### src/rtl/serial_sync_tx_pkg.sv
// Shared state encoding, sync pattern and frame-length helper for the
// serial_sync_tx transmitter and its shift-register sub-block.
package serial_sync_pkg;

  typedef enum logic [1:0] {
    S_IDLE  = 2'd0,
    S_FRAME = 2'd1,
    S_GAP   = 2'd2
  } state_t;

  localparam logic [2:0] SYNC_PATTERN = 3'b101;
  localparam int         SYNC_LEN     = 3;

  function automatic int frame_len(input int data_w, input bit parity_en);
    return SYNC_LEN + data_w + (parity_en ? 1 : 0);
  endfunction

endpackage

### src/rtl/serial_sync_tx_if.sv
// Producer-side handshake plus serial line/status bundle of serial_sync_tx.
// The master modport is the word producer/observer; slave is the transmitter.
interface serial_sync_tx_if #(
  parameter int DATA_W = 8
);
  logic [DATA_W-1:0] in_data;
  logic              in_valid;
  logic              in_ready;
  logic              out;
  logic              busy;
  logic              done;

  modport master (
    output in_data,
    output in_valid,
    input  in_ready,
    input  out,
    input  busy,
    input  done
  );

  modport slave (
    input  in_data,
    input  in_valid,
    output in_ready,
    output out,
    output busy,
    output done
  );
endinterface

### src/rtl/serial_sync_tx_shreg.sv
// Loadable MSB-first shift register; zeros enter at the bottom so the line
// falls to 0 on its own once every loaded bit has been shifted out.
module serial_sync_shreg #(
  parameter int W = 11
) (
  input  logic         clk,
  input  logic         reset,
  input  logic         i_load,
  input  logic [W-1:0] i_data,
  input  logic         i_shift,
  output logic         o_msb
);

  logic [W-1:0] r_shreg;
  logic [W-1:0] w_shifted;

  assign w_shifted[0] = 1'b0;
  for (genvar gi = 1; gi < W; gi++) begin : g_shift
    assign w_shifted[gi] = r_shreg[gi-1];
  end

  always_ff @(posedge clk or negedge reset) begin
    if (!reset) begin
      r_shreg <= '0;
    end else if (i_load) begin
      r_shreg <= i_data;
    end else if (i_shift) begin
      r_shreg <= w_shifted;
    end
  end

  assign o_msb = r_shreg[W-1];

endmodule

### src/rtl/serial_sync_tx.sv
// Serial frame transmitter: sends 1,0,1, payload MSB-first, optional even parity
// (enabled by defining SERIAL_SYNC_TX_PARITY_EN), then holds the line low for GAP cycles.
module serial_sync_tx
  import serial_sync_pkg::*;
#(
  parameter int DATA_W = 8,
  parameter int GAP    = 2
) (
  input  logic            clk,
  input  logic            reset,
  serial_sync_tx_if.slave bus
);

`ifdef SERIAL_SYNC_TX_PARITY_EN
  localparam bit PARITY_EN = 1'b1;
`else
  localparam bit PARITY_EN = 1'b0;
`endif

  localparam int L   = frame_len(DATA_W, PARITY_EN);
  localparam int BCW = $clog2(L + 1);
  localparam int GCW = $clog2(GAP + 1);

  localparam logic [BCW-1:0] BIT_LAST = BCW'(L - 1);
  localparam logic [BCW-1:0] BIT_END  = BCW'(L);
  localparam logic [GCW-1:0] GAP_END  = GCW'(GAP);

  state_t         r_state;
  state_t         w_state_next;
  logic [BCW-1:0] r_bit_cnt;
  logic [GCW-1:0] r_gap_cnt;
  logic           r_in_ready;
  logic           r_done;

  logic           w_handshake;
  logic           w_load;
  logic           w_shift;
  logic           w_busy;
  logic           w_in_ready_next;
  logic           w_done_next;
  logic           w_line;
  logic [L-1:0]   w_frame;

  // First bit on the wire is the MSB of the frame vector.
`ifdef SERIAL_SYNC_TX_PARITY_EN
  assign w_frame = {SYNC_PATTERN, bus.in_data, ^bus.in_data};
`else
  assign w_frame = {SYNC_PATTERN, bus.in_data};
`endif

  assign w_handshake = bus.in_valid && r_in_ready;

  always_ff @(posedge clk or negedge reset) begin
    if (!reset) begin
      r_state <= S_IDLE;
    end else begin
      r_state <= w_state_next;
    end
  end

  always_comb begin
    w_state_next = r_state;
    case (r_state)
      S_IDLE:  if (w_handshake)          w_state_next = S_FRAME;
      S_FRAME: if (r_bit_cnt == BIT_END) w_state_next = S_GAP;
      S_GAP:   if (r_gap_cnt == GAP_END) w_state_next = S_IDLE;
      default:                           w_state_next = S_IDLE;
    endcase
  end

  always_comb begin
    w_load          = (r_state == S_IDLE) && w_handshake;
    w_shift         = (r_state == S_FRAME);
    w_busy          = (r_state != S_IDLE);
    w_in_ready_next = (w_state_next == S_IDLE);
    w_done_next     = (r_state == S_FRAME) && (r_bit_cnt == BIT_LAST);
  end

  // r_bit_cnt counts bits already placed on the line; the load itself places bit 0.
  always_ff @(posedge clk or negedge reset) begin
    if (!reset) begin
      r_bit_cnt  <= '0;
      r_gap_cnt  <= '0;
      r_in_ready <= 1'b0;
      r_done     <= 1'b0;
    end else begin
      r_in_ready <= w_in_ready_next;
      r_done     <= w_done_next;

      if (w_load) begin
        r_bit_cnt <= BCW'(1);
      end else if (w_shift) begin
        r_bit_cnt <= (r_bit_cnt == BIT_END) ? '0 : r_bit_cnt + BCW'(1);
      end

      if ((r_state == S_FRAME) && (w_state_next == S_GAP)) begin
        r_gap_cnt <= GCW'(1);
      end else if (r_state == S_GAP) begin
        r_gap_cnt <= (r_gap_cnt == GAP_END) ? '0 : r_gap_cnt + GCW'(1);
      end
    end
  end

  serial_sync_shreg #(
    .W (L)
  ) u_shreg (
    .clk     (clk),
    .reset   (reset),
    .i_load  (w_load),
    .i_data  (w_frame),
    .i_shift (w_shift),
    .o_msb   (w_line)
  );

  assign bus.out      = w_line;
  assign bus.busy     = w_busy;
  assign bus.in_ready = r_in_ready;
  assign bus.done     = r_done;

endmodule

### src/flat_wrapper.sv
// flat-port wrapper written by rule: the top's interface ports become plain ports
module serial_sync_tx_flat import serial_sync_pkg::*;
#(
  parameter int DATA_W = 8,
  parameter int GAP    = 2
)
  (clk, reset, bus_in_data, bus_in_valid, bus_in_ready, bus_out, bus_busy, bus_done);
  serial_sync_tx_if #(.DATA_W(DATA_W)) bus_i ();
  input  logic clk;
  input  logic reset;
  input wire logic [$bits(bus_i.in_data)-1:0] bus_in_data;
  input wire logic [$bits(bus_i.in_valid)-1:0] bus_in_valid;
  output wire logic [$bits(bus_i.in_ready)-1:0] bus_in_ready;
  output wire logic [$bits(bus_i.out)-1:0] bus_out;
  output wire logic [$bits(bus_i.busy)-1:0] bus_busy;
  output wire logic [$bits(bus_i.done)-1:0] bus_done;
  assign bus_i.in_data = bus_in_data;
  assign bus_i.in_valid = bus_in_valid;
  assign bus_in_ready = bus_i.in_ready;
  assign bus_out = bus_i.out;
  assign bus_busy = bus_i.busy;
  assign bus_done = bus_i.done;
  serial_sync_tx #(.DATA_W(DATA_W), .GAP(GAP)) u_core (.clk(clk), .reset(reset), .bus(bus_i));
endmodule
### config.mk
export PLATFORM = sky130hd
export DESIGN_NAME = serial_sync_tx_flat
export DESIGN_NICKNAME = d
export VERILOG_FILES = /design/src/rtl/serial_sync_tx_pkg.sv /design/src/rtl/serial_sync_tx_if.sv /design/src/rtl/serial_sync_tx_shreg.sv /design/src/rtl/serial_sync_tx.sv /design/src/flat_wrapper.sv
export SDC_FILE = /design/constraint.sdc
export NUM_CORES = 1
export LEC_CHECK = 0
export BUFFER_PORTS_ARGS = -buffer_cell sky130_fd_sc_hd__buf_2
export CORE_MARGIN = 1
export CORE_UTILIZATION = 25
export DETAILED_ROUTE_END_ITERATION = 8
export SYNTH_ARGS = -nofsm -noshare
export SYNTH_HDL_FRONTEND = slang
export SYNTH_SLANG_ARGS = --single-unit
### constraint.sdc
create_clock -name clk -period 1.3 [get_ports clk]
set_clock_uncertainty 0.05 [all_clocks]
set_input_delay 0.26 -clock clk [delete_from_list [all_inputs] [get_ports clk]]
set_output_delay 0.26 -clock clk [all_outputs]
set_load 0.005 [all_outputs]
==> metrics, run 1 <==
status=finished, violations left; failing checks=setup timing; final setup margin=-0.02709 ns; routed vias=769; Initial Util=26.98%; slowest cell delay on critical path=0.46 ns; core area=0.003468 sq mm; Post-Synth XOR/XNOR Area=0.9358%; Netlist Area Pre-Place=935.9 sq um; DR vias/cell=4.747; CTS Buf Count=3; fin util=35.53%; synthesized instance count=88; Post-Syn Area per Cell=10.64 sq um; top-count cell post-synth=dfrtp_1; adder-cell share of the synthesized area=2.674%; post-route insts no fill=162; dominant cell type by area after synthesis=dfrtp_1; Sink Count=21; Residual DRC=0; Syn Nets=101; Pre-Repair DR Iteration Count=5; Psw=941.5 uW; leakage=0.0006124 uW; Synth async-reset ratio=100.0%; Layout area overhead=31.68%; Die Area=0.003992 sq mm; Least-Margin Pin Slew=0.4827 ns; post-synth cell types=28; Initial DRC Count=14; Final setup viols=1; first-pass GRT wire length=3332 um; main combinational cell family by area after synthesis=compound AO/OA/AOI/OAI gates; Yosys reg bits=21; crit path kind=reg -> out; WL final=2049 um; I/O Pins=15; YS warnings=0; top cell types by occurrence after synthesis=21 x dfrtp_1, 14 x nand2_1, 7 x a22oi_1, 7 x o21ai_0, 5 x nand3_1; CP Launch Type=flip-flop; Final Hold Vio Count=0; PwrDens=2094 mW/mm^2; layout cells sized above 1=36.21%; clk_lat worst skew=0.26 ns; RSZ-0062 raised after global routing=yes; Data arrival, critical path=1.02 ns; CTS root buf=clkbuf_8; clock power share=16.6%; Final Max Tran Viols=0; mux cell area share after synthesis=1.070%; worst-path fanout max=5; sequential area share after synthesis=56.15%; Primary FF master, synth=dfrtp_1; crit path time final=1.327 ns; IO buf count=14; Total Routing Usage GR=10.95%; TritonCTS clock tree=yes; global placer's final weighted congestion=0.7178; CP Cell Sequence=nor2_4 > inv_1 > buf_2; hold crit path type=in -> reg; CP max stage cell=dfrtp_2; GRT overflow=0; placed cell count=152; share of the synthesized area in the top cell type=56.15%; WP data required=0.99 ns; max_cap viols=0; Critical Path End Type=output pin; CTS clock-pin slew for the worst setup and hold paths=0.08 ns; EDFF count, synth=0; Peak VDD IR=868.5 uV; H-tree depth=1; DP HPWL=1338 um; Final nets=130; final worst-path cycle share=102.1%; initial antenna violation count=0; Pint=1640 uW; design area=0.001232 sq mm; Flop pwr share=41.3%; main area contributors after synthesis=dfrtp_1 56%, a22oi_1 5.6%, nand2_1 5.6%; diode count=0; Slew HR=67.82%; wire length per cell=12.65 um; area fraction in compound gates after synthesis=19.79%; post-synthesis simple-gate area fraction=16.71%; f_max=0.7535 GHz; die width=63.19 um; chip height=63.19 um; Post-DRT Antenna Nets=0; Gate power share=42.1%; Site Rows=21; switch share=36.48%; setup tns final=-0.02709 ns; clk buf depth=2; largest net degree at the start of global routing=22; post-placement cell area=0.001099 sq mm; vias in the first global route=742
==> final timing paths <==
check                                            from                    endpoint  slack [ns]  cells after the start
min reg2reg                u_core.u_shreg.r_shreg[10]  u_core.u_shreg.r_shreg[10]        0.45                      2
max reg2reg                         u_core.r_state[0]   u_core.u_shreg.r_shreg[7]        0.03                      4
min in group asynchronous                       reset   u_core.u_shreg.r_shreg[5]        0.44                      2
max                                 u_core.r_state[0]                    bus_busy       -0.03                      3
max in group asynchronous                       reset           u_core.r_state[1]        0.41                      2
min                                    bus_in_data[4]   u_core.u_shreg.r_shreg[4]        0.17                      3
==> flip-flops by register name (all words and copies together) (netlist names) <==
signal / count
u_core.bus.done: 1
u_core.bus.in_ready: 1
u_core.r_bit_cnt: 4
u_core.r_gap_cnt: 2
u_core.r_state: 2
u_core.u_shreg.r_shreg: 11
==> power by group through the flow <==
stage          Sequential (uW)  Combinational (uW)  Clock [uW]
3_5_place_dp              1060                 899           0
5_1_grt                   1100                1210         466
6_report                  1070                1090         428
4_1_cts                   1060                 952         440
3_3_place_gp              1050                 878           0
2_1_floorplan             1030                 598           0
==> area by class of cell <==
class | count | area, sq um
Fill cell | 354 | 2236
Clock buffer | 3 | 41.29
Timing Repair Buffer | 27 | 170.2
Sequential cell | 21 | 528.0
Tap cell | 46 | 57.56
Inverter | 2 | 7.507
Multi-Input combinational cell | 62 | 422.9
Clock inverter | 1 | 5.005
==> worst max-delay path: cells and delay by family, from the launching register on <==
kind | cells | cell delay [ns]
buf+inv | 2 | 0.15
simple gates | 1 | 0.13
flops | 1 | 0.46
==> cell usage in the layout (no fill, tap or decap), types with 2 or more instances in the layout <==
cell and instances:
nor2b_1 2, o21ai_1 2, o21ai_0 7, dfrtp_1 19, dfrtp_2 2, a22oi_1 7, o31ai_1 2, nand2_1 14
clkbuf_8 3, inv_1 2, buf_2 14, a22o_1 2, nand3_1 4, buf_4 12
==> logic make-up (layout without fill, tap and decap cells) <==
logic type | count (synthesis) | after routing
simple gates | 31 | 31
compound gates | 27 | 27
flops | 21 | 21
buf+inv | 5 | 33
fa+ha+maj | 2 | 2
xor+xnor | 1 | 1
mux | 1 | 1
==> routing by layer <==
metal / GRT usage [%] / part of all wire [%] / vias to the layer above
met5: 0 / 0 / -
met3: 4.167 / 3.0 / 4
met4: 4.830 / 2.2 / 0
met2: 16.13 / 45 / 11
li1: - / - / 371
met1: 14.17 / 49 / 383
==> per-stage QoR <==
| step | hold slack [ns] | setup slack, ns | power, uW |
|---|---|---|---|
| CTS | 0.1651 | -0.004569 | 2449 |
| global placement | 0.1896 | 0.05706 | 1926 |
| global route | 0.1730 | -0.06540 | 2777 |
| detailed placement | 0.2001 | 0.01997 | 1962 |
| finish | 0.1670 | -0.02709 | 2581 |
| floorplan | -0.08559 | 0.1571 | 1632 |
==> what timing repair did <==
item | 4_1_cts | 5_1_grt
endpoints found under the setup margin | 2 | 17
hold buffers | 1 | 0
hold endpoints to repair | 21 | 0
pin swaps | 1 | 1
gates resized for setup | 4 | 7
setup buffers | 3 | 2
(Power assumes the default switching activity.)
==> inputs of run 2 (changes only) <==
ABC_CLOCK_PERIOD_IN_PS = 1400   (was default)
SKIP_CTS_REPAIR_TIMING = 1   (was default)
clock period = 1.4 ns   (was 1.3 ns; I/O delays follow)
==> run 2 against run 1 <==
  * The run still ends with setup timing left
  * Die area is the same
  * Final cell count shrank 2.5%
  * Combinational power shrank 24%
  * Critical path depth grew 1
  * Sequential share of layout area grew 1.8 points
  * First-iteration DRC count grew to 2.6 times the previous value
  * Core utilization shrank 1.5 points
  * Clock power shrank 9.3%
  * Hold slack gained 0.025 ns
  * Count of clock-buffer cells in the layout grew 1
  * Non-clock buffer count shrank 4
  * Critical path type unchanged
==> metrics, run 2 (synthesis results as in run 1) <==
status=finished, violations left; failing checks=setup timing; Worst Reg-to-Reg Cells=4 (unchanged); final setup margin=-0.04391 ns (-0.01682 ns); Psw=804.0 uW (-15%); core area=0.003468 sq mm (unchanged); WL final=1936 um (-5.5%); H-tree depth=1 (unchanged); Pint=1419 uW (-13%); design area=0.001180 sq mm (-4.3%); CP Launch Type=flip-flop; Least-Margin Pin Slew=0.4556 ns (-0.02705 ns); final worst-path cycle share=103.1%; Peak VDD IR=592.2 uV (-32%); CTS clock-pin slew for the worst setup and hold paths=0.07 ns (about the same); hold crit path type=in -> reg; routed vias=734 (-4.6%); Initial DRC Count=36 (+22); met3 WL=51 um (-16%); worst r2r dst=u_core.u_shreg.r_shreg[5]; first-pass GRT wire length=3408 um (+2.3%); TritonCTS clock tree=yes; most frequent cells in the layout=20 x dfrtp_1, 14 x nand2_1, 14 x buf_2; initial antenna violation count=0 (unchanged); metal2 WL=926 um (-0.32%); biggest registers after layout=u_core.u_shreg.r_shreg: 11 flops, u_core.r_bit_cnt: 4 flops; worst-path fanout max=7 (+2); clk buf depth=2 (unchanged); clk_lat worst skew=0.26 ns (about the same); CTS Buf Count=3 (unchanged); max_cap viols=0 (unchanged); met1 wire length=943 um (-6.9%); Final nets=126 (-3.1%); crit path kind=reg -> out; Post-DRT Antenna Nets=0 (unchanged); layout cells sized above 1=26.79% (-9.4 points); Flop pwr share=45.3% (+4.0 points); die width=63.19 um (unchanged); GRT overflow=0 (unchanged); chip height=63.19 um (unchanged); Fillers=356 (+0.56%); internal reg-to-reg setup slack=0.10 ns (+0.07 ns); Gate power share=37.3% (-4.8 points); WP data required=1.07 ns (+0.08 ns); Data arrival, critical path=1.11 ns (+0.09 ns); PwrDens=1884 mW/mm^2 (-10%); pre-CTS setup slack=0.1019 ns (+0.08192 ns); largest net degree at the start of global routing=22 (unchanged); DR vias/cell=4.646 (-2.1%); clock power share=17.4% (+0.8 points); global placer's final weighted congestion=0.7644 (+6.5%); placed cell count=150 (-1.3%); CTS root buf=clkbuf_8; Sink Count=21 (unchanged); Final Hold Vio Count=0 (unchanged); diode count=0 (unchanged); Final setup viols=1 (unchanged); I/O Pins=15 (unchanged); max FFs per register=11 (unchanged); post-route insts no fill=158 (-2.5%); Layout area overhead=26.07%; Pwr Total=2222 uW (-14%); IO buf count=14 (unchanged); Top reg by flops=u_core.u_shreg.r_shreg; Top Metal Used=met4; RSZ-0062 raised after global routing=yes; switch share=36.17% (-0.30 points); DP HPWL=1385 um (+3.5%); Residual DRC=0 (unchanged); f_max=0.6926 GHz; wire length per cell=12.25 um (-3.1%); worst r2r src=u_core.r_state[0]; post-placement cell area=0.001084 sq mm (-1.4%); CP Capture Point=bus_busy; vias in the first global route=747 (+0.67%); most common cell after layout, fill and taps aside=dfrtp_1; worst setup path start=u_core.r_state[1]; Pre-Repair DR Iteration Count=4 (-1); Initial Util=26.98% (unchanged); Slew HR=69.63% (+1.8 points); Final Max Tran Viols=0 (unchanged); Total Routing Usage GR=10.83% (-0.12 points); crit path time final=1.444 ns; leakage=0.0005891 uW (-3.8%); Die Area=0.003992 sq mm (unchanged); Site Rows=21 (unchanged); final hold slack=0.1916 ns (+0.02458 ns); Critical Path End Type=output pin
-- run 2: cell types whose count changed in the layout (fill, tap and decap cells not counted), sizes merged --
cell    before  now
clkbuf       3    4
clkinv       1    0
buf         26   22
-- run 2: layout make-up --
cell class                 count  area [sq um]  share of cell area [%]
timing repair buffer          23         143.9                   12.20
clock buffer                   4         45.04                   3.818
sequential                    21         526.8                   44.64
multi-input combinational     62         399.1                   33.83
tap                           46         57.56                   4.878
inverter                       2         7.507                  0.6363
-- run 2: critical path, stage by stage (launching register included) --
cell	delay (ns)
dfrtp_2	0.46
buf_6	0.15
nor2_4	0.08
inv_1	0.05
buf_2	0.12
-- run 2: power groups by stage --
stage,sequential [uW],clock [uW],combinational [uW]
floorplan,960,0,555
global placement,996,0,755
detailed placement,1000,0,796
CTS,993,407,794
global route,1040,444,959
finish,1010,388,828
-- run 2: metal layers --
| layer | GRT usage [%] | vias to the layer above |
|---|---|---|
| met5 | 0 | - |
| li1 | - | 363 |
| met2 | 17.20 | 10 |
| met1 | 14.16 | 359 |
| met3 | 2.717 | 2 |
| met4 | 3.977 | 0 |
-- run 2: worst min-delay path by stage --
stage                         from                        end  slack, ns  cells after the start
CTS                          reset  u_core.u_shreg.r_shreg[3]      -0.07                      1
floorplan                    reset            u_core.bus.done      -0.07                      0
detailed placement           reset  u_core.u_shreg.r_shreg[5]       0.22                      1
finish              bus_in_data[4]  u_core.u_shreg.r_shreg[4]       0.19                      3
global route        bus_in_data[6]  u_core.u_shreg.r_shreg[6]       0.20                      3
global placement             reset  u_core.u_shreg.r_shreg[5]       0.20                      1
-- run 2: per-stage QoR --
| step | util, % | setup TNS [ns] |
|---|---|---|
| final | 34.02 | -0.04391 |
| after detailed placement | 31.24 | 0 |
| after CTS | 32.54 | -0.1352 |
| after global routing | 34.02 | -0.2518 |
| after floorplan | - | 0 |
| after global placement | 31.24 | 0 |
==> inputs of run 3 (changes only) <==
ABC_CLOCK_PERIOD_IN_PS = 1750   (was 1400)
clock period = 1.75 ns   (was 1.4 ns; I/O delays follow)
==> run 3 against run 2 <==
  * The run ends with hold timing left
  * Wire length shrank 7.7%
  * Die area is the same
  * Count of clock-buffer cells in the layout is the same
  * Final cell count shrank 3.8%
  * Hold slack lost 0.20 ns
  * Sequential power shrank 21%
  * Power shrank 23%
  * Cell area shrank 5.6%
  * Critical endpoint unchanged
==> metrics, run 3 (synthesis results as in run 1) <==
status=finished, violations left; failing checks=hold timing; switch share=35.98% (-0.20 points); Psw=616.9 uW (-23%); CTS clock-pin slew for the worst setup and hold paths=0.07 ns (about the same); Critical Path End Type=output pin; layout cells sized above 1=20.75% (-6.0 points); max_cap viols=0 (unchanged); Sink Count=21 (unchanged); most frequent cells in the layout=21 x dfrtp_1, 14 x nand2_1, 14 x buf_2, 7 x o21ai_0, 7 x a22oi_1; leakage=0.0005572 uW (-5.4%); clk buf depth=2 (unchanged); CTS root buf=clkbuf_8; PwrDens=1540 mW/mm^2 (-18%); crit path kind=reg -> out; GRT overflow=0 (unchanged); biggest registers after layout=u_core.u_shreg.r_shreg: 11 flops, u_core.r_bit_cnt: 4 flops; Die Area=0.003992 sq mm (unchanged); most common cell after layout, fill and taps aside=dfrtp_1; placed cell count=148 (-1.3%); Peak VDD IR=371.8 uV (-37%); final worst-path cycle share=88.60%; core area=0.003468 sq mm (unchanged); Final setup viols=0 (-1); setup tns final=0 ns (+0.04391 ns); slowest cell delay on critical path=0.53 ns (+0.07 ns); max FFs per register=11 (unchanged); f_max=0.6449 GHz; Pint=1098 uW (-23%); Initial Util=26.98% (unchanged); Data arrival, critical path=1.15 ns (+0.04 ns); WP data required=1.35 ns (+0.28 ns); WL final=1786 um (-7.7%); largest net degree at the start of global routing=22 (unchanged); I/O Pins=15 (unchanged); Post-DRT Antenna Nets=0 (unchanged); first-pass GRT wire length=3070 um (-9.9%); Layout area overhead=18.98%; global placer's final weighted congestion=0.7233 (-5.4%); Final nets=120 (-4.8%); initial antenna violation count=0 (unchanged); TritonCTS clock tree=yes; diode count=0 (unchanged); Site Rows=21 (unchanged); CP Launch Type=flip-flop; final hold slack=-0.01229 ns (-0.2039 ns); chip height=63.19 um (unchanged); DR vias/cell=4.697 (+1.1%); Final Hold Vio Count=21 (+21); wire length per cell=11.75 um (-4.1%); Initial DRC Count=35 (-2.8%); vias in the first global route=699 (-6.4%); crit path time final=1.551 ns; H-tree depth=1 (unchanged); CP max stage cell=dfrtp_1; CTS Buf Count=3 (unchanged); Least-Margin Pin Slew=0.4681 ns (+0.01253 ns); Final Max Tran Viols=0 (unchanged); worst-path fanout max=15 (+8); clk_lat worst skew=0.26 ns (about the same); Pre-Repair DR Iteration Count=4 (unchanged); Total Routing Usage GR=9.685% (-1.1 points); DP HPWL=1321 um (-4.6%); post-route insts no fill=152 (-3.8%); Gate power share=35.1% (-2.2 points); IO buf count=14 (unchanged); Flop pwr share=46.7% (+1.4 points); Slew HR=68.79% (-0.84 points); clock power share=18.2% (+0.8 points); Top reg by flops=u_core.u_shreg.r_shreg; die width=63.19 um (unchanged); RSZ-0062 raised after global routing=no; hold crit path type=in -> async; Residual DRC=0 (unchanged); routed vias=714 (-2.7%); CP Cell Sequence=nor2_1 > inv_1 > buf_2
-- run 3: changes by cell type in the layout (fill, tap and decap cells not counted) --
cell,previous run,this run
buf_4,7,3
nor4bb_1,0,1
dlygate4sd3_1,1,0
buf_6,1,0
dfrtp_2,1,0
dfrtp_1,20,21
nor2_1,1,2
nor4bb_2,1,0
nor2_4,1,0
-- run 3: area by class of cell --
type / count / area, sq um
clock buffer: 4 / 45.04
multi-input combinational: 62 / 385.4
fill: 376 / 2355
tap: 46 / 57.56
timing repair buffer: 17 / 92.59
sequential: 21 / 525.5
inverter: 2 / 7.507
-- run 3: final timing paths --
check,from,to,slack [ns],depth (start not counted)
hold / removal,reset,u_core.u_shreg.r_shreg[6],-0.01,1
setup / recovery,u_core.r_state[1],bus_busy,0.20,3
min in group clk,bus_in_data[6],u_core.u_shreg.r_shreg[6],0.26,3
max in group asynchronous,reset,u_core.r_bit_cnt[2],1.34,1
hold reg to reg,u_core.u_shreg.r_shreg[10],u_core.u_shreg.r_shreg[10],0.45,2
setup reg to reg,u_core.r_state[1],u_core.u_shreg.r_shreg[0],0.32,3
-- run 3: metrics by stage --
stage	setup slack, ns	hold WS (ns)	power, uW	utilization (%)	area, sq um
2_1_floorplan	0.6071	0.004409	1212	-	935.9
5_1_grt	0.09775	0.01341	1865	32.11	1114
3_5_place_dp	0.3527	0.2770	1416	30.81	1069
4_1_cts	0.1804	-0.005593	1735	32.11	1114
3_3_place_gp	0.4004	0.2673	1393	30.81	1069
6_report	0.1995	-0.01229	1715	32.11	1114
-- run 3: critical path: cells and delay by family, from the launching register on --
family | cells | cell delay (ns)
simple gates | 1 | 0.19
flops | 1 | 0.53
buf+inv | 2 | 0.18
-- run 3: routing by layer --
| metal | track usage [%] | vias up | share of wire, % |
|---|---|---|---|
| met2 | 13.98 | 14 | 48 |
| li1 | - | 351 | - |
| met3 | 1.087 | 2 | 2.2 |
| met4 | 5.114 | 0 | 0.78 |
| met5 | 0 | - | 0 |
| met1 | 14.06 | 347 | 49 |
-- run 3: power by group through the flow --
| stage | sequential, uW | clock, uW | combinational (uW) |
|---|---|---|---|
| floorplan | 768 | 0 | 444 |
| global placement | 803 | 0 | 590 |
| detailed placement | 810 | 0 | 606 |
| CTS | 800 | 324 | 610 |
| global route | 827 | 343 | 694 |
| finish | 801 | 312 | 602 |
